[src/rtl/vending_ctrl.sv]
// vending_ctrl
// Vending-machine controller. Debounces active-low coin and confirm buttons.
// Accumulates credit, prices the selected products from a packed price table,
// and runs the CREDIT -> SELECT -> VEND/FAIL -> CREDIT sequence. The sequence
// includes change/refund computation, a selection timeout and a dwell time.
//
// Ports:
//   iCLK_50MHZ   in   system clock
//   iRST         in   synchronous active-high reset
//   coin_n       in   [N_COIN]   coin buttons, active-low, asynchronous
//   confirm_n    in   confirm/advance button, active-low, asynchronous
//   sel          in   [N_PROD]   product select switches (level)
//   state_o      out  [2]        0=CREDIT 1=SELECT 2=VEND 3=FAIL
//   led          out  [4]        one-hot of state_o
//   credit       out  [CREDIT_W] accumulated credit
//   total        out  [CREDIT_W] price sum of selected products (combinational)
//   change       out  [CREDIT_W] change (VEND) or refund (FAIL), else 0
//   vend_pulse   out  one-cycle pulse on entry to VEND
//   coin_reject  out  one-cycle pulse when a coin press is refused
module vending_ctrl #(
  parameter int                          N_PROD         = 4,
  parameter int                          PRICE_W        = 4,
  parameter logic [N_PROD*PRICE_W-1:0]   PRICES         = {4'd2, 4'd2, 4'd2, 4'd2},
  parameter int                          N_COIN         = 3,
  parameter logic [N_COIN*4-1:0]         COIN_VALS      = {4'd5, 4'd2, 4'd1},
  parameter int                          CREDIT_W       = 8,
  parameter int                          DEB_CYCLES     = 750000,
  parameter int                          HOLD_CYCLES    = 100000000,
  parameter int                          TIMEOUT_CYCLES = 1500000000
) (
  input  logic                iCLK_50MHZ,
  input  logic                iRST,
  input  logic [N_COIN-1:0]   coin_n,
  input  logic                confirm_n,
  input  logic [N_PROD-1:0]   sel,
  output logic [1:0]          state_o,
  output logic [3:0]          led,
  output logic [CREDIT_W-1:0] credit,
  output logic [CREDIT_W-1:0] total,
  output logic [CREDIT_W-1:0] change,
  output logic                vend_pulse,
  output logic                coin_reject
);

  localparam logic [1:0] ST_CREDIT = 2'd0;
  localparam logic [1:0] ST_SELECT = 2'd1;
  localparam logic [1:0] ST_VEND   = 2'd2;
  localparam logic [1:0] ST_FAIL   = 2'd3;

  // Coin buttons occupy indices 0..N_COIN-1; confirm is the top button.
  localparam int N_BTN   = N_COIN + 1;
  localparam int DCW     = (DEB_CYCLES > 1) ? $clog2(DEB_CYCLES) : 1;
  localparam int TMR_LIM = (HOLD_CYCLES > TIMEOUT_CYCLES) ? HOLD_CYCLES : TIMEOUT_CYCLES;
  localparam int TW      = (TMR_LIM > 1) ? $clog2(TMR_LIM) : 1;

  localparam logic [DCW-1:0] DEB_MAX  = DCW'(DEB_CYCLES - 1);
  localparam logic [TW-1:0]  HOLD_MAX = TW'(HOLD_CYCLES - 1);
  localparam logic [TW-1:0]  TMO_MAX  = TW'(TIMEOUT_CYCLES - 1);

  // ---------------------------------------------------------------------------
  // Debounce: 2-flop synchronizer, stability counter, registered press pulse
  // ---------------------------------------------------------------------------
  logic [N_BTN-1:0] w_raw;
  logic [N_BTN-1:0] r_sync1, r_sync2, r_deb, r_deb_d, r_press;
  logic [DCW-1:0]   r_deb_cnt [N_BTN];

  assign w_raw = {confirm_n, coin_n};

  always_ff @(posedge iCLK_50MHZ) begin
    // NOTE: every register in a clocked block uses <= so all of them sample
    // pre-edge values; blocking = here would make the order of lines matter.
    if (iRST) begin
      // Buttons idle high, so the whole chain resets to the released level
      // to avoid a spurious press right after reset.
      r_sync1 <= '1;
      r_sync2 <= '1;
      r_deb   <= '1;
      r_deb_d <= '1;
      r_press <= '0;
      for (int b = 0; b < N_BTN; b++) r_deb_cnt[b] <= '0;
    end else begin
      r_sync1 <= w_raw;
      r_sync2 <= r_sync1;
      r_deb_d <= r_deb;
      // Press fires one cycle after the debounced level falls.
      r_press <= r_deb_d & ~r_deb;
      for (int b = 0; b < N_BTN; b++) begin
        if (r_sync2[b] != r_deb[b]) begin
          if (r_deb_cnt[b] == DEB_MAX) begin
            r_deb[b]     <= r_sync2[b];
            r_deb_cnt[b] <= '0;
          end else begin
            r_deb_cnt[b] <= r_deb_cnt[b] + 1'b1;
          end
        end else begin
          r_deb_cnt[b] <= '0;
        end
      end
    end
  end

  logic [N_COIN-1:0] w_coin_press;
  logic              w_confirm;
  assign w_coin_press = r_press[N_COIN-1:0];
  assign w_confirm    = r_press[N_COIN];

  // ---------------------------------------------------------------------------
  // Price total
  // ---------------------------------------------------------------------------
  logic [CREDIT_W-1:0] w_total;

  always_comb begin
    // NOTE: defaulting every always_comb output first keeps the block free of
    // inferred latches regardless of which branches are taken.
    w_total = '0;
    for (int i = 0; i < N_PROD; i++) begin
      if (sel[i]) w_total = w_total + CREDIT_W'(PRICES[i*PRICE_W +: PRICE_W]);
    end
  end

  // ---------------------------------------------------------------------------
  // Coin arbitration: lowest pressed index wins in CREDIT, all else refused
  // ---------------------------------------------------------------------------
  logic [1:0]          r_state;
  logic [CREDIT_W-1:0] r_credit, r_change;
  logic [TW-1:0]       r_tmr;
  logic                r_vend_pulse, r_coin_reject;

  logic                w_found, w_rej_other;
  logic [3:0]          w_coin_val;
  logic [CREDIT_W:0]   w_sum;
  logic                w_accept, w_reject;

  always_comb begin
    w_found     = 1'b0;
    w_rej_other = 1'b0;
    w_coin_val  = '0;
    for (int j = 0; j < N_COIN; j++) begin
      if (w_coin_press[j]) begin
        if (r_state != ST_CREDIT || w_found) begin
          w_rej_other = 1'b1;
        end else begin
          w_found    = 1'b1;
          w_coin_val = COIN_VALS[j*4 +: 4];
        end
      end
    end
  end

  // One extra bit catches credit overflow.
  assign w_sum    = {1'b0, r_credit} + (CREDIT_W+1)'(w_coin_val);
  assign w_accept = w_found & ~w_sum[CREDIT_W];
  assign w_reject = w_rej_other | (w_found & w_sum[CREDIT_W]);

  // ---------------------------------------------------------------------------
  // Main sequencer; r_tmr is shared as SELECT timeout and VEND/FAIL dwell
  // ---------------------------------------------------------------------------
  always_ff @(posedge iCLK_50MHZ) begin
    if (iRST) begin
      r_state       <= ST_CREDIT;
      r_credit      <= '0;
      r_change      <= '0;
      r_tmr         <= '0;
      r_vend_pulse  <= 1'b0;
      r_coin_reject <= 1'b0;
    end else begin
      r_vend_pulse  <= 1'b0;
      r_coin_reject <= w_reject;
      case (r_state)
        ST_CREDIT: begin
          if (w_accept) r_credit <= w_sum[CREDIT_W-1:0];
          if (w_confirm) begin
            r_state <= ST_SELECT;
            r_tmr   <= '0;
          end
        end
        ST_SELECT: begin
          // Confirm is tested first so it wins over a coincident timeout.
          if (w_confirm) begin
            r_tmr <= '0;
            if (w_total != '0 && r_credit >= w_total) begin
              r_state      <= ST_VEND;
              r_change     <= r_credit - w_total;
              r_vend_pulse <= 1'b1;
            end else begin
              r_state  <= ST_FAIL;
              r_change <= r_credit;
            end
          end else if (r_tmr == TMO_MAX) begin
            r_tmr    <= '0;
            r_state  <= ST_FAIL;
            r_change <= r_credit;
          end else begin
            r_tmr <= r_tmr + 1'b1;
          end
        end
        default: begin  // ST_VEND, ST_FAIL
          if (w_confirm || r_tmr == HOLD_MAX) begin
            r_state  <= ST_CREDIT;
            r_credit <= '0;
            r_change <= '0;
            r_tmr    <= '0;
          end else begin
            r_tmr <= r_tmr + 1'b1;
          end
        end
      endcase
    end
  end

  assign state_o     = r_state;
  assign led         = 4'b0001 << r_state;
  assign credit      = r_credit;
  assign total       = w_total;
  assign change      = r_change;
  assign vend_pulse  = r_vend_pulse;
  assign coin_reject = r_coin_reject;

endmodule

[config.mk]
export PLATFORM = sky130hd
export DESIGN_NAME = vending_ctrl
export DESIGN_NICKNAME = d
export VERILOG_FILES = /design/src/rtl/vending_ctrl.sv
export SDC_FILE = /design/constraint.sdc
export NUM_CORES = 1
export LEC_CHECK = 0
export CAP_MARGIN = 20
export CORE_ASPECT_RATIO = 1.4
export CORE_MARGIN = 8
export CORE_UTILIZATION = 55
export DETAILED_ROUTE_END_ITERATION = 10
export PLACE_DENSITY_LB_ADDON = 0.1
export SLEW_MARGIN = 40
export SYNTH_ARGS = -nofsm -noshare
export SYNTH_HDL_FRONTEND = slang
export SYNTH_SLANG_ARGS = --single-unit
[constraint.sdc]
create_clock -name iCLK_50MHZ -period 2.85 [get_ports iCLK_50MHZ]
set_clock_uncertainty 0.05 [all_clocks]
set_input_delay 0.285 -clock iCLK_50MHZ [delete_from_list [all_inputs] [get_ports iCLK_50MHZ]]
set_output_delay 0.285 -clock iCLK_50MHZ [all_outputs]
set_load 0.01 [all_outputs]
# After elaboration in Yosys (flattened, before gate mapping)
# Memories as Yosys holds them, arrays and structs flattened.
# Cells that the tools add are included.
# totals
mem_count	1
out_inout_bits	32
wordCells	179
inputBits	10
ram_bits	80
ff_bits	71
# classes
n_reduce_logical	18
eq_ne	14
shifts	1
addsub	10
bitwise_logic	21
n_mux	99
n_lt_le_gt_ge	1
# memory_table
name	words	width	rd	rd_clocked_by_memory_dff	write_ports	line	source
r_deb_cnt	4	20	4	0	4	65	logic [DCW-1:0] r_deb_cnt [N_BTN];
# ops
operator	count
20-bit 2-to-1 mux	12
31-bit 2-to-1 mux	4
20-bit by 1-bit adder with 20-bit output, second input constant	4
20-bit == test, second input constant	4
8-bit 2-to-1 mux	8
1-bit 2-to-1 mux	62
31-bit one-hot mux with 2 select lines	1
8-bit one-hot mux with 2 select lines	2
31-bit by 1-bit adder with 31-bit output, second input constant	1
31-bit by 27-bit == test with 1-bit output, second input constant	1
31-bit == test, second input constant	1
8-bit by 2-bit adder with 8-bit output, second input constant	3
4-bit 2-to-1 mux	4
1-bit bitwise OR	13
2-bit 2-to-1 mux	5
8-bit by 4-bit adder with 9-bit output	1
3-bit AND reduction	3
8-bit >= comparator	1
2-bit AND reduction	4
8-bit nonzero test	1
8-bit subtractor	1
2-bit nonzero test	3
4-bit bitwise AND	1
1-bit inequality test	4
13 further kinds	20

# Longest topological paths before layout
# Gate-level depths: netlist of run 1.
# logic_depth
depth_word	14
ltp_mapped	15
mapped_depth_nobuf	14

# Worst setup path before layout of run 1
# OpenSTA, ideal clock, no wires.
# synth_timing
path_type	in2reg
startpoint	input sel[0]
endpoint	register r_change[6] (netlist: change[6])
n_path_buf	0
cell_stages	14
setup_slack_ns	-0.409
t_arrival_ns	3.146
setup_ns	0.063
required_time_ns	2.737
cell_sequence	inv_1 > ha_1 > xor2_1 > ha_1 > nand2_1 > xor2_1 > inv_1 > ha_1 > nand4b_1 > nor3b_1 > mux2_2 > o21ai_0 > or4b_2 > nand3_1
# synth_via
elab_chain_len	12
word_cells_on_any_way	14
classes_between	add/sub: 4; order compare: 1; mux: 7; reduce/logical: 2
# synth_lines
element	line	source
start, declared	35	input logic [N_PROD-1:0] sel,
2-bit 2-to-1 mux (*)	117	if (sel[i]) w_total = w_total + CREDIT_W'(PRICES[i*PRICE_W +: PRICE_W]);
8-bit by 2-bit adder with 8-bit output	117	
8-bit 2-to-1 mux (*)	117	
8-bit by 2-bit adder with 8-bit output	117	
8-bit 2-to-1 mux (*)	117	
8-bit by 2-bit adder with 8-bit output	117	
8-bit 2-to-1 mux (*)	117	
net total[3]	39	output logic [CREDIT_W-1:0] total,
8-bit >= comparator or 8-bit nonzero test (tied branches)	181	if (w_total != '0 && r_credit >= w_total) begin
1-bit logical AND	181	
8-bit 2-to-1 mux (*)	181	
8-bit 2-to-1 mux (*)	179	if (w_confirm) begin
8-bit one-hot mux with 2 select lines (*)	169	case (r_state)
end signal, assigned	183	r_change <= r_credit - w_total;
end signal, assigned	187	r_change <= r_credit;
end signal, assigned	192	r_change <= r_credit;
end, declared	125	logic [CREDIT_W-1:0] r_credit, r_change;
# Mark *: on every way through the listed nets, which the timed path passes. The rest lies on a longest branch.
# A chain may end at the register's enable or synchronous reset.

# Final worst setup path of run 1
# layout_timing
startpoint	input sel[0]
endpoint	register r_change[6] (netlist: change[6])
# layout_via
elab_chain_len	12
word_cells_on_any_way	14
classes_between	add/sub: 4; order compare: 1; mux: 7; reduce/logical: 2
# layout_lines
element	line
2-bit 2-to-1 mux (*)	117
8-bit by 2-bit adder with 8-bit output	117
8-bit 2-to-1 mux (*)	117
8-bit by 2-bit adder with 8-bit output	117
8-bit 2-to-1 mux (*)	117
8-bit by 2-bit adder with 8-bit output	117
8-bit 2-to-1 mux (*)	117
8-bit >= comparator or 8-bit nonzero test (tied branches)	181
1-bit logical AND	181
8-bit 2-to-1 mux (*)	181
8-bit 2-to-1 mux (*)	179
8-bit one-hot mux with 2 select lines (*)	169
# Every way passes the cells marked *; elsewhere a longest branch is shown, timed or not.

==> results of run 1 <==
-- path summary, 6_finish.rpt --
| path | from | to | slack (ns) | cells after the start |
|---|---|---|---|---|
| worst max-delay path | sel[0] | change[6]$_SDFFE_PP0P_ | 0.09 | 18 |
| worst min-delay path | r_sync1[2]$_SDFF_PP1_ | r_sync2[2]$_SDFF_PP1_ | 0.36 | 1 |
| worst max register to register | r_tmr[8]$_SDFFE_PP0P_ | credit[6]$_SDFFE_PP0P_ | 0.15 | 7 |
| worst min register to register | r_sync1[2]$_SDFF_PP1_ | r_sync2[2]$_SDFF_PP1_ | 0.36 | 1 |
-- critical path: stages --
cell                              delay (ns)
sky130_fd_sc_hd__clkdlybuf4s15_1        0.18
sky130_fd_sc_hd__buf_6                  0.14
sky130_fd_sc_hd__buf_4                  0.15
sky130_fd_sc_hd__ha_4                   0.16
sky130_fd_sc_hd__nor2_4                 0.12
sky130_fd_sc_hd__a21oi_2                0.04
sky130_fd_sc_hd__ha_2                   0.19
sky130_fd_sc_hd__nand2_4                0.08
sky130_fd_sc_hd__xor2_4                 0.16
sky130_fd_sc_hd__inv_2                  0.07
sky130_fd_sc_hd__ha_4                   0.26
sky130_fd_sc_hd__nand4b_1               0.14
sky130_fd_sc_hd__buf_4                  0.19
sky130_fd_sc_hd__nor2_1                 0.08
sky130_fd_sc_hd__mux2_4                 0.16
sky130_fd_sc_hd__o21ai_4                0.09
sky130_fd_sc_hd__or4b_4                 0.48
sky130_fd_sc_hd__nand3_1                0.09
-- logic make-up (layout without fill, tap and decap cells) --
group / after synthesis / in the layout / synth area share [%]
simple gates: 423 / 423 / 26.17
flops: 151 / 151 / 47.58
xor+xnor: 106 / 106 / 11.55
compound gates: 84 / 84 / 7.395
buf+inv: 63 / 154 / 3.285
fa+ha+maj: 19 / 19 / 3.020
mux: 7 / 7 / 0.9030
other cells: 2 / 86 / 0.09345
-- layout make-up --
| type | count | area, um2 |
|---|---|---|
| multi-input combinational | 725 | 4488 |
| timing repair buffer | 87 | 748.2 |
| tap | 189 | 236.5 |
| fill | 1179 | 4339 |
| clock inverter | 14 | 165.2 |
| clock buffer | 18 | 429.2 |
| inverter | 35 | 148.9 |
| sequential | 151 | 3824 |
-- sequential cells by signal (all words and copies together), names as in the netlist --
signal,flops
state_o,2
r_deb,4
coin_reject,1
r_deb_cnt,80
vend_pulse,1
r_tmr,31
r_deb_d,4
credit,8
r_press,4
change,8
r_sync1,4
r_sync2,4
-- routing by layer --
layer,vias to the layer above,wire [um]
met5,-,0
li1,3250,-
met1,3006,7028
met2,84,8858
met4,0,363
met3,23,384
-- power breakdown --
group | internal, mW | switching [mW] | leakage (nW)
clock | 1.32 | 0.938 | 0.278
sequential | 2.34 | 0.0543 | 1.40
combinational | 0.182 | 0.187 | 2.10
-- cell usage after synthesis (all sizes together) (3+ instances only) --
library cell | instances | area share (%)
nor2b | 8 | 0.62
nand4 | 27 | 2.1
edfxtp | 80 | 30
o311ai | 3 | 0.33
xor2 | 61 | 6.6
nand2 | 64 | 3.0
nand2b | 5 | 0.39
or3 | 10 | 0.78
nor4b | 5 | 0.54
clkbuf | 19 | 0.89
a41oi | 3 | 0.33
and2 | 3 | 0.23
and3 | 22 | 1.7
o211ai | 3 | 0.28
and4 | 13 | 1.4
ha | 17 | 2.6
nor3 | 24 | 1.5
o31ai | 8 | 0.92
or4 | 5 | 0.56
a211oi | 3 | 0.28
nor4 | 4 | 0.31
buf | 9 | 0.76
a21boi | 6 | 0.56
o21ai | 17 | 1.1
inv | 35 | 1.6
a211o | 8 | 0.87
xnor2 | 45 | 4.9
nand4b | 5 | 0.54
a21oi | 18 | 1.2
nor4bb | 4 | 0.50
nand3 | 47 | 2.9
dfxtp | 71 | 18
nor2 | 155 | 7.2
mux2i | 5 | 0.62
or2 | 18 | 1.4
-- what timing repair did --
item | 4_1_cts | 5_1_grt
buffers inserted | 5 | 4
endpoints found under the setup margin | 10 | 14
resized for setup | 12 | 21
pin swaps | 9 | 12
-- through the flow --
stage	utilization, %	TNS (ns)	hold slack, ns	setup slack (ns)
floorplan	-	-0.009471	0.3388	-0.009471
global placement	64.24	-4.546	0.3412	-0.5924
detailed placement	64.24	-5.061	0.3457	-0.6403
CTS	68.94	0	0.3588	0.01565
global route	69.82	-0.01981	0.3695	-0.009619
finish	69.82	0	0.3570	0.08795
==> parameters.txt, run 1 <==
Parameter                              Value

STA
  Actual slew at the worst max-slew pin    0.6211 ns
  Hold Vio Cnt, Final    0
  Achievable frequency    362.1 MHz
  Shortest period the worst path allows    2.762 ns
  Max-slew violation count    0
  Number of setup violations in the final report    0
  Final cycle utilization of the critical path    96.91%
  Max transition margin    58.27%

Power
  P per Cell Area    500.0 nW/um2
  Leak    3.775 nW
  Tot Pwr    5.020 mW
  Worst IR Drop VDD    395.2 uV

Clocking
  Depth of the CTS H-tree    4
  CTS root buf    sky130_fd_sc_hd__clkbuf_16
  Hold buffer count at CTS    0
  CTS max path bufs    2
  Sinks on Clock Net    151
  TritonCTS clock tree    done
  Clock transition time at the flip-flop clock pins of the worst setup and hold paths    0.07 ns
  Insertion delay to the later sink of the worst-skew pair    0.42 ns
  Total clock buffers created by CTS    17

Floorplanning
  Core ar.    14380 um2
  Die X    118.2 um
  I/O pin count    42
  Starting Density    55.89%
  Area of the die    18790 um2
  Placement Rows    52
  Die height    159.0 um

Place
  RePlAce Congestion    0.8587
  IO Port Bufs    36
  Final HPWL DP    12010 um
  Dpl cells    1178
  DP Area    9238 um2

Route
  Ratio of routed vias to standard cells    5.220
  Total via count in the routed design    6363
  Post-detailed-route count of antenna-violating nets    0
  Number of design rule violations left after detail routing    0
  Final wirelength    16640 um
  Drt first-iter violations    344
  Iteration count of the initial detailed-routing pass    4
  WL/cell    13.65 um

Global routing
  Met2 usage in global routing    33.09%
  Grt met1 use    19.96%
  Highest-utilization routing layer at the global route stage    met2
  Met3 layer usage reported by global route    2.981%
  Maximum number of pins on one net before global-route repair    29
  First-pass GRT wire length    28740 um
  Via count of the first global-routing pass    6435
  GRT Overall Usage    18.10%
  Remaining global-route overflow    0
  Initial antenna violation count    0

Final layout
  Non-Filler Cell Area, Final    10040 um2
  Area growth from synthesis to layout    24.93%
  Antenna fix cells    0
  Commonest non-fill, non-tap cell in the layout    sky130_fd_sc_hd__nor2_1
  Net total in the final layout    1045
  Proportion of layout cells with a drive suffix above 1    13.40%
  Non-filler cells, final    1219
  Commonest non-fill, non-tap cells in the layout    sky130_fd_sc_hd__nor2_1 (153), sky130_fd_sc_hd__conb_1 (86), sky130_fd_sc_hd__edfxtp_1 (80)

Critical path
  Critical setup path kind    in -> reg
  Nature of the critical path startpoint    primary input
  Signal arrival time at the worst endpoint    3.07 ns
  Type of element capturing the critical path    flip-flop
  Max Fanout on Critical Path    8
  Crit path required time    3.16 ns

Synth
  Synthesized cell area    8036 um2
  Flip-flop and latch count after synthesis    151
  Distinct cell type count after synthesis    60
  Yosys warnings    0
  Fraction of synthesis flops using an asynchronous set or reset pin    0%
  Count of flip-flops with a built-in enable after synthesis    80
  Commonest register cell after synthesis    sky130_fd_sc_hd__edfxtp_1
  Number of instances in the synthesized netlist    855
  Average cell area after synthesis    9.399 um2
  Sequential-to-total area share from yosys stat    47.58%

Job
  Count of maximum capacitance violations    0

Min path
  Hold/Removal Path Class    reg -> reg

Outcome
  Result of the run    completed
Note: power is estimated with default switching activity, not from simulation.
==> run 2, diff against run 1 <==
--- a/config.mk
+++ b/config.mk
@@ -9,7 +9,9 @@
 export CORE_ASPECT_RATIO = 1.4
 export CORE_MARGIN = 8
 export CORE_UTILIZATION = 55
+export CTS_CLUSTER_DIAMETER = 200
 export DETAILED_ROUTE_END_ITERATION = 10
+export GPL_TIMING_DRIVEN = 0
 export PLACE_DENSITY_LB_ADDON = 0.1
 export SLEW_MARGIN = 40
 export SYNTH_ARGS = -nofsm -noshare
==> run 2 against run 1 <==
Compared with the run above:
- wire length decreased by 4.1%
- sequential share of layout area up 1.5 points
- sequential power is essentially flat
- register-to-register slack lost 0.04 ns
- maximum frequency increased by 0.84%
- die area stayed put
- via count decreased by 1.7%
- setup slack gained 0.023 ns
- utilization is 2.5 points lower
- critical path depth decreased by 8
- final cell count shrank 1.9%
- combinational power down 25%
- largest power group unchanged
==> parameters.txt, run 2 (synthesis gave the netlist of run 1 again) <==
Parameter                              Value

Global routing
  Initial antenna violation count    0
  First-pass GRT wire length    27770 um
  Via count of the first global-routing pass    6205
  Remaining global-route overflow    0
  GRT Overall Usage    17.67%
  Maximum number of pins on one net before global-route repair    17

Critical path
  Signal arrival time at the worst endpoint    3.03 ns
  Origin of the critical flop-to-flop path    state_o[1]$_SDFFE_PP0P_
  Nature of the critical path startpoint    flip-flop
  RR Endpoint    credit[7]$_SDFFE_PP0P_
  Critical setup path kind    reg -> reg
  Register-to-register path setup slack    0.11 ns
  Worst path cell trace    buf_6 > or2_4 > nor4b_2 > ha_1 > a21o_1 > a41oi_2 > a21boi_2 > a21oi_2 > or4_1 > a21boi_1
  Slowest Stage Delay on Critical Path    0.48 ns
  Max Fanout on Critical Path    9
  Crit path required time    3.14 ns
  Reg2Reg Depth    10
  Type of element capturing the critical path    flip-flop
  Slowest-stage cell, CP    sky130_fd_sc_hd__or4_1

Final layout
  Max reg flops    80
  Commonest non-fill, non-tap cell in the layout    sky130_fd_sc_hd__nor2_1
  Top reg by flops    r_deb_cnt
  Fin util    67.30%
  Non-filler cells, final    1196
  Non-Filler Cell Area, Final    9677 um2
  Registers with the most flip-flops    r_deb_cnt (80), r_tmr (31)
  Net total in the final layout    1022
  Commonest non-fill, non-tap cells in the layout    sky130_fd_sc_hd__nor2_1 (154), sky130_fd_sc_hd__conb_1 (86), sky130_fd_sc_hd__edfxtp_1 (80)
  Antenna fix cells    0
  Area growth from synthesis to layout    20.41%
  Proportion of layout cells with a drive suffix above 1    9.235%
  Number of fillers in the final layout    1225

STA
  Hold Vio Cnt, Final    0
  Max-slew violation count    0
  Max transition margin    47.42%
  Number of setup violations in the final report    0
  RSZ-0062 raised after global routing    no
  Final cycle utilization of the critical path    96.10%
  Actual slew at the worst max-slew pin    0.7823 ns
  Achievable frequency    365.1 MHz
  Shortest period the worst path allows    2.739 ns
  Setup TNS Final    0 ns
  PnR worst setup slack    0.1110 ns

Floorplanning
  Core ar.    14380 um2
  Starting Density    55.89%
  Die X    118.2 um
  Placement Rows    52
  Area of the die    18790 um2
  I/O pin count    42
  Die height    159.0 um

Clocking
  Hold buffer count at CTS    0
  Sinks on Clock Net    151
  Clock transition time at the flip-flop clock pins of the worst setup and hold paths    0.06 ns
  Depth of the CTS H-tree    4
  Total clock buffers created by CTS    17
  Insertion delay to the later sink of the worst-skew pair    0.42 ns
  TritonCTS clock tree    done
  CTS root buf    sky130_fd_sc_hd__clkbuf_16
  CTS max path bufs    2

Outcome
  Result of the run    completed

Route
  Met3 WL post-DR    475 um
  Post-detailed-route count of antenna-violating nets    0
  Final wirelength    15950 um
  WL met2    8360 um
  Wire length on met1    6839 um
  WL/cell    13.34 um
  Top routing layer in use    met4
  Iteration count of the initial detailed-routing pass    4
  Drt first-iter violations    293
  Number of design rule violations left after detail routing    0
  Ratio of routed vias to standard cells    5.232
  Total via count in the routed design    6258

Power
  Sequential Power Share    49.6%
  Switching part of the total    22.42%
  Portion of total power attributed to combinational logic    5.8%
  Leak    3.556 nW
  Cell Int Power    3.749 mW
  Worst IR Drop VDD    419.5 uV
  Clk pwr share    44.7%
  Psw    1.084 mW
  P per Cell Area    499.4 nW/um2

Min path
  Hold Crit Endpoint    r_press[0]$_SDFF_PP0_
  Worst hold path cell count    2
  Hold/Removal Path Class    reg -> reg
  Hold Crit Start    r_deb_d[0]$_SDFF_PP1_

Place
  IO Port Bufs    34
  Dpl cells    1162
  Final HPWL DP    11710 um
  DP Area    9055 um2
  Placement Setup Slack    -0.9620 ns
  RePlAce Congestion    0.8334

Job
  Count of maximum capacitance violations    0
## run 2: cell types whose count changed in the layout (fill, tap and decap cells not counted), sizes merged
cell,change
buf,-37
clkinvlp,+1
clkinv,+3
clkdlybuf4s50,-1
clkdlybuf4s15,-1
inv,-6
clkbuf,+19
dlymetal6s2s,-1
## run 2: worst max-delay path by stage
stage                     slack, ns  depth (start not counted)                      to                     from
after floorplan              -0.009                         15  change[7]$_SDFFE_PP0P_                   sel[0]
after global placement        -0.94                         16  change[6]$_SDFFE_PP0P_                   sel[0]
after detailed placement      -0.96                         16  change[6]$_SDFFE_PP0P_                   sel[0]
after CTS                      0.03                         11  credit[7]$_SDFFE_PP0P_    r_press[1]$_SDFF_PP0_
after global routing         0.0002                         12  credit[1]$_SDFFE_PP0P_  state_o[1]$_SDFFE_PP0P_
final                          0.11                         10  credit[7]$_SDFFE_PP0P_  state_o[1]$_SDFFE_PP0P_
## run 2: layout make-up
type,instances,area (um2),share of cell area [%]
Tap cell,189,236.5,2.444
Inverter,35,148.9,1.539
Clock inverter,12,128.9,1.332
Sequential cell,151,3827,39.55
Multi-Input combinational cell,725,4389,45.36
Buffer,26,146.4,1.513
Clock buffer,20,436.7,4.513
Timing Repair Buffer,38,362.8,3.750
## run 2: through the flow
stage / power, mW / hold WS, ns
6_report: 4.833 / 0.3510
5_1_grt: 5.010 / 0.3678
4_1_cts: 4.870 / 0.3559
3_5_place_dp: 2.709 / 0.3423
3_3_place_gp: 2.706 / 0.3431
2_1_floorplan: 2.631 / 0.3388
## run 2: metal layers
layer,track usage (%),vias to the layer above
met4,6.254,0
met1,19.66,2947
met5,0,-
li1,-,3207
met3,4.365,24
met2,31.82,80
## run 2: power by group through the flow
stage / registers (mW) / clock network, mW / logic, mW
global placement: 2.44 / 0 / 0.267
detailed placement: 2.44 / 0 / 0.267
finish: 2.40 / 2.16 / 0.278
global route: 2.40 / 2.29 / 0.312
floorplan: 2.43 / 0 / 0.204
CTS: 2.40 / 2.20 / 0.272
## run 2: worst max-delay path, delay by kind of cell (launching register included)
kind,cells,cell delay (ns)
simple gates,3,1.00
flops,1,0.33
compound gates,5,0.87
fa+ha+maj,1,0.29
buf+inv,1,0.13
## run 2: what timing repair did
action / in CTS / in global routing
endpoints found under the hold margin: 0 / 0
setup buffers: 2 / 2
gates resized for setup: 16 / 10
endpoints found under the setup margin: 18 / 30
pin swaps: 1 / 3
==> run 3, diff against run 2 <==
--- a/config.mk
+++ b/config.mk
@@ -11,6 +11,7 @@
 export CORE_UTILIZATION = 55
 export CTS_CLUSTER_DIAMETER = 200
 export DETAILED_ROUTE_END_ITERATION = 10
+export DONT_BUFFER_PORTS = 1
 export GPL_TIMING_DRIVEN = 0
 export PLACE_DENSITY_LB_ADDON = 0.1
 export SLEW_MARGIN = 40
==> run 3 against run 2 <==
Compared with the run above:
- setup slack got worse by 0.017 ns
- via count decreased by 1.1%
- utilization decreased by 1.5 points
- non-clock buffer count decreased by 30
- largest cell class unchanged
- sequential share of layout area increased by 0.94 points
- power increased by 4.2%
- first-iteration DRC count increased by 12%
- critical path type unchanged
==> parameters.txt, run 3 (synthesis gave the netlist of run 1 again) <==
Parameter                              Value

Global routing
  GRT Overall Usage    17.66%
  Via count of the first global-routing pass    6139
  Maximum number of pins on one net before global-route repair    17
  Initial antenna violation count    0
  Remaining global-route overflow    0
  First-pass GRT wire length    27660 um

Final layout
  Net total in the final layout    992
  Number of fillers in the final layout    1257
  Commonest non-fill, non-tap cell in the layout    sky130_fd_sc_hd__nor2_1
  Top reg by flops    r_deb_cnt
  Proportion of layout cells with a drive suffix above 1    8.905%
  Commonest non-fill, non-tap cells in the layout    sky130_fd_sc_hd__nor2_1 (154), sky130_fd_sc_hd__conb_1 (86), sky130_fd_sc_hd__edfxtp_1 (80)
  Antenna fix cells    0
  Non-Filler Cell Area, Final    9459 um2
  Max reg flops    80
  Registers with the most flip-flops    r_deb_cnt (80), r_tmr (31)
  Area growth from synthesis to layout    17.70%
  Non-filler cells, final    1166
  Fin util    65.78%

Route
  Drt first-iter violations    329
  Number of design rule violations left after detail routing    0
  Iteration count of the initial detailed-routing pass    4
  Post-detailed-route count of antenna-violating nets    0
  WL/cell    13.86 um
  Ratio of routed vias to standard cells    5.309
  Final wirelength    16160 um
  Total via count in the routed design    6190

Critical path
  RR Endpoint    credit[6]$_SDFFE_PP0P_
  Origin of the critical flop-to-flop path    state_o[1]$_SDFFE_PP0P_
  Critical setup path kind    reg -> reg
  Crit path required time    3.14 ns
  Register-to-register path setup slack    0.09 ns
  Type of element capturing the critical path    flip-flop
  Max Fanout on Critical Path    10
  Reg2Reg Depth    12
  Signal arrival time at the worst endpoint    3.05 ns
  Nature of the critical path startpoint    flip-flop

STA
  PnR worst setup slack    0.09371 ns
  Setup TNS Final    0 ns
  Max transition margin    59.17%
  Max-slew violation count    0
  Number of setup violations in the final report    0
  Actual slew at the worst max-slew pin    0.6039 ns
  Shortest period the worst path allows    2.756 ns
  Hold Vio Cnt, Final    0
  Worst slack on hold paths    0.3551 ns
  Final cycle utilization of the critical path    96.71%
  Achievable frequency    362.8 MHz

Clocking
  TritonCTS clock tree    done
  Insertion delay to the later sink of the worst-skew pair    0.42 ns
  Total clock buffers created by CTS    17
  Sinks on Clock Net    151
  Clock transition time at the flip-flop clock pins of the worst setup and hold paths    0.06 ns
  CTS max path bufs    2
  Depth of the CTS H-tree    4
  CTS root buf    sky130_fd_sc_hd__clkbuf_16

Floorplanning
  Core ar.    14380 um2
  Area of the die    18790 um2
  Die height    159.0 um
  Die X    118.2 um
  Placement Rows    52
  Starting Density    55.89%
  I/O pin count    42

Place
  RePlAce Congestion    0.8666
  Dpl cells    1128
  DP Area    8715 um2
  IO Port Bufs    0
  Final HPWL DP    11710 um
  Placement Setup Slack    -0.2831 ns

Power
  P per Cell Area    532.3 nW/um2
  Tot Pwr    5.035 mW
  Worst IR Drop VDD    377.7 uV
  Leak    3.500 nW

Min path
  Hold Crit Endpoint    r_sync2[0]$_SDFF_PP1_
  Hold/Removal Path Class    reg -> reg
  Worst hold path cell count    1
  Hold Crit Start    r_sync1[0]$_SDFF_PP1_

Job
  Count of maximum capacitance violations    0

Outcome
  Result of the run    completed
run 3: timing repair:
action,4_1_cts,5_1_grt
pin swaps,2,7
gates resized for setup,6,10
buffers inserted,2,1
hold buffers,4,0
setup endpoints to repair,8,28
endpoints found under the hold margin,4,0
run 3: cell type report:
cell class / instances / area (um2) / area share [%]
Clock inverter: 10 / 177.7 / 1.878
Buffer: 27 / 146.4 / 1.548
Timing Repair Buffer: 7 / 62.56 / 0.6614
Tap cell: 189 / 236.5 / 2.500
Multi-Input combinational cell: 725 / 4413 / 46.65
Inverter: 35 / 148.9 / 1.574
Sequential cell: 151 / 3830 / 40.49
Clock buffer: 22 / 444.2 / 4.696
run 3: power breakdown:
| group | internal (mW) | switching [mW] |
|---|---|---|
| Sequential | 2.34 | 0.0532 |
| Clock | 1.55 | 0.835 |
| Combinational | 0.104 | 0.154 |
run 3: worst max path at each step:
stage,from,to,slack (ns)
6_report,state_o[1]$_SDFFE_PP0P_,credit[6]$_SDFFE_PP0P_,0.09
4_1_cts,state_o[1]$_SDFFE_PP0P_,credit[6]$_SDFFE_PP0P_,0.04
2_1_floorplan,sel[0],change[7]$_SDFFE_PP0P_,-0.009
3_5_place_dp,sel[0],change[6]$_SDFFE_PP0P_,-0.28
5_1_grt,r_press[1]$_SDFF_PP0_,credit[6]$_SDFFE_PP0P_,-0.03
3_3_place_gp,sel[0],change[6]$_SDFFE_PP0P_,-0.25
run 3: per-layer routing:
layer	global-route usage [%]	vias up	wire, um
met1	19.16	2919	6962
met4	9.117	0	403
met3	3.655	31	537
met5	0	-	0
li1	-	3147	-
met2	31.61	93	8253
run 3: critical path: stages (launching register included):
cell and delay, ns:
sky130_fd_sc_hd__dfxtp_4 0.37, sky130_fd_sc_hd__buf_6 0.14, sky130_fd_sc_hd__or2_4 0.18, sky130_fd_sc_hd__nor2_1 0.06, sky130_fd_sc_hd__ha_1 0.22, sky130_fd_sc_hd__fa_2 0.36
sky130_fd_sc_hd__a21o_1 0.21, sky130_fd_sc_hd__a41oi_2 0.19, sky130_fd_sc_hd__a21boi_2 0.19, sky130_fd_sc_hd__a21oi_2 0.07, sky130_fd_sc_hd__buf_6 0.16, sky130_fd_sc_hd__or3_1 0.34
sky130_fd_sc_hd__a21boi_1 0.14
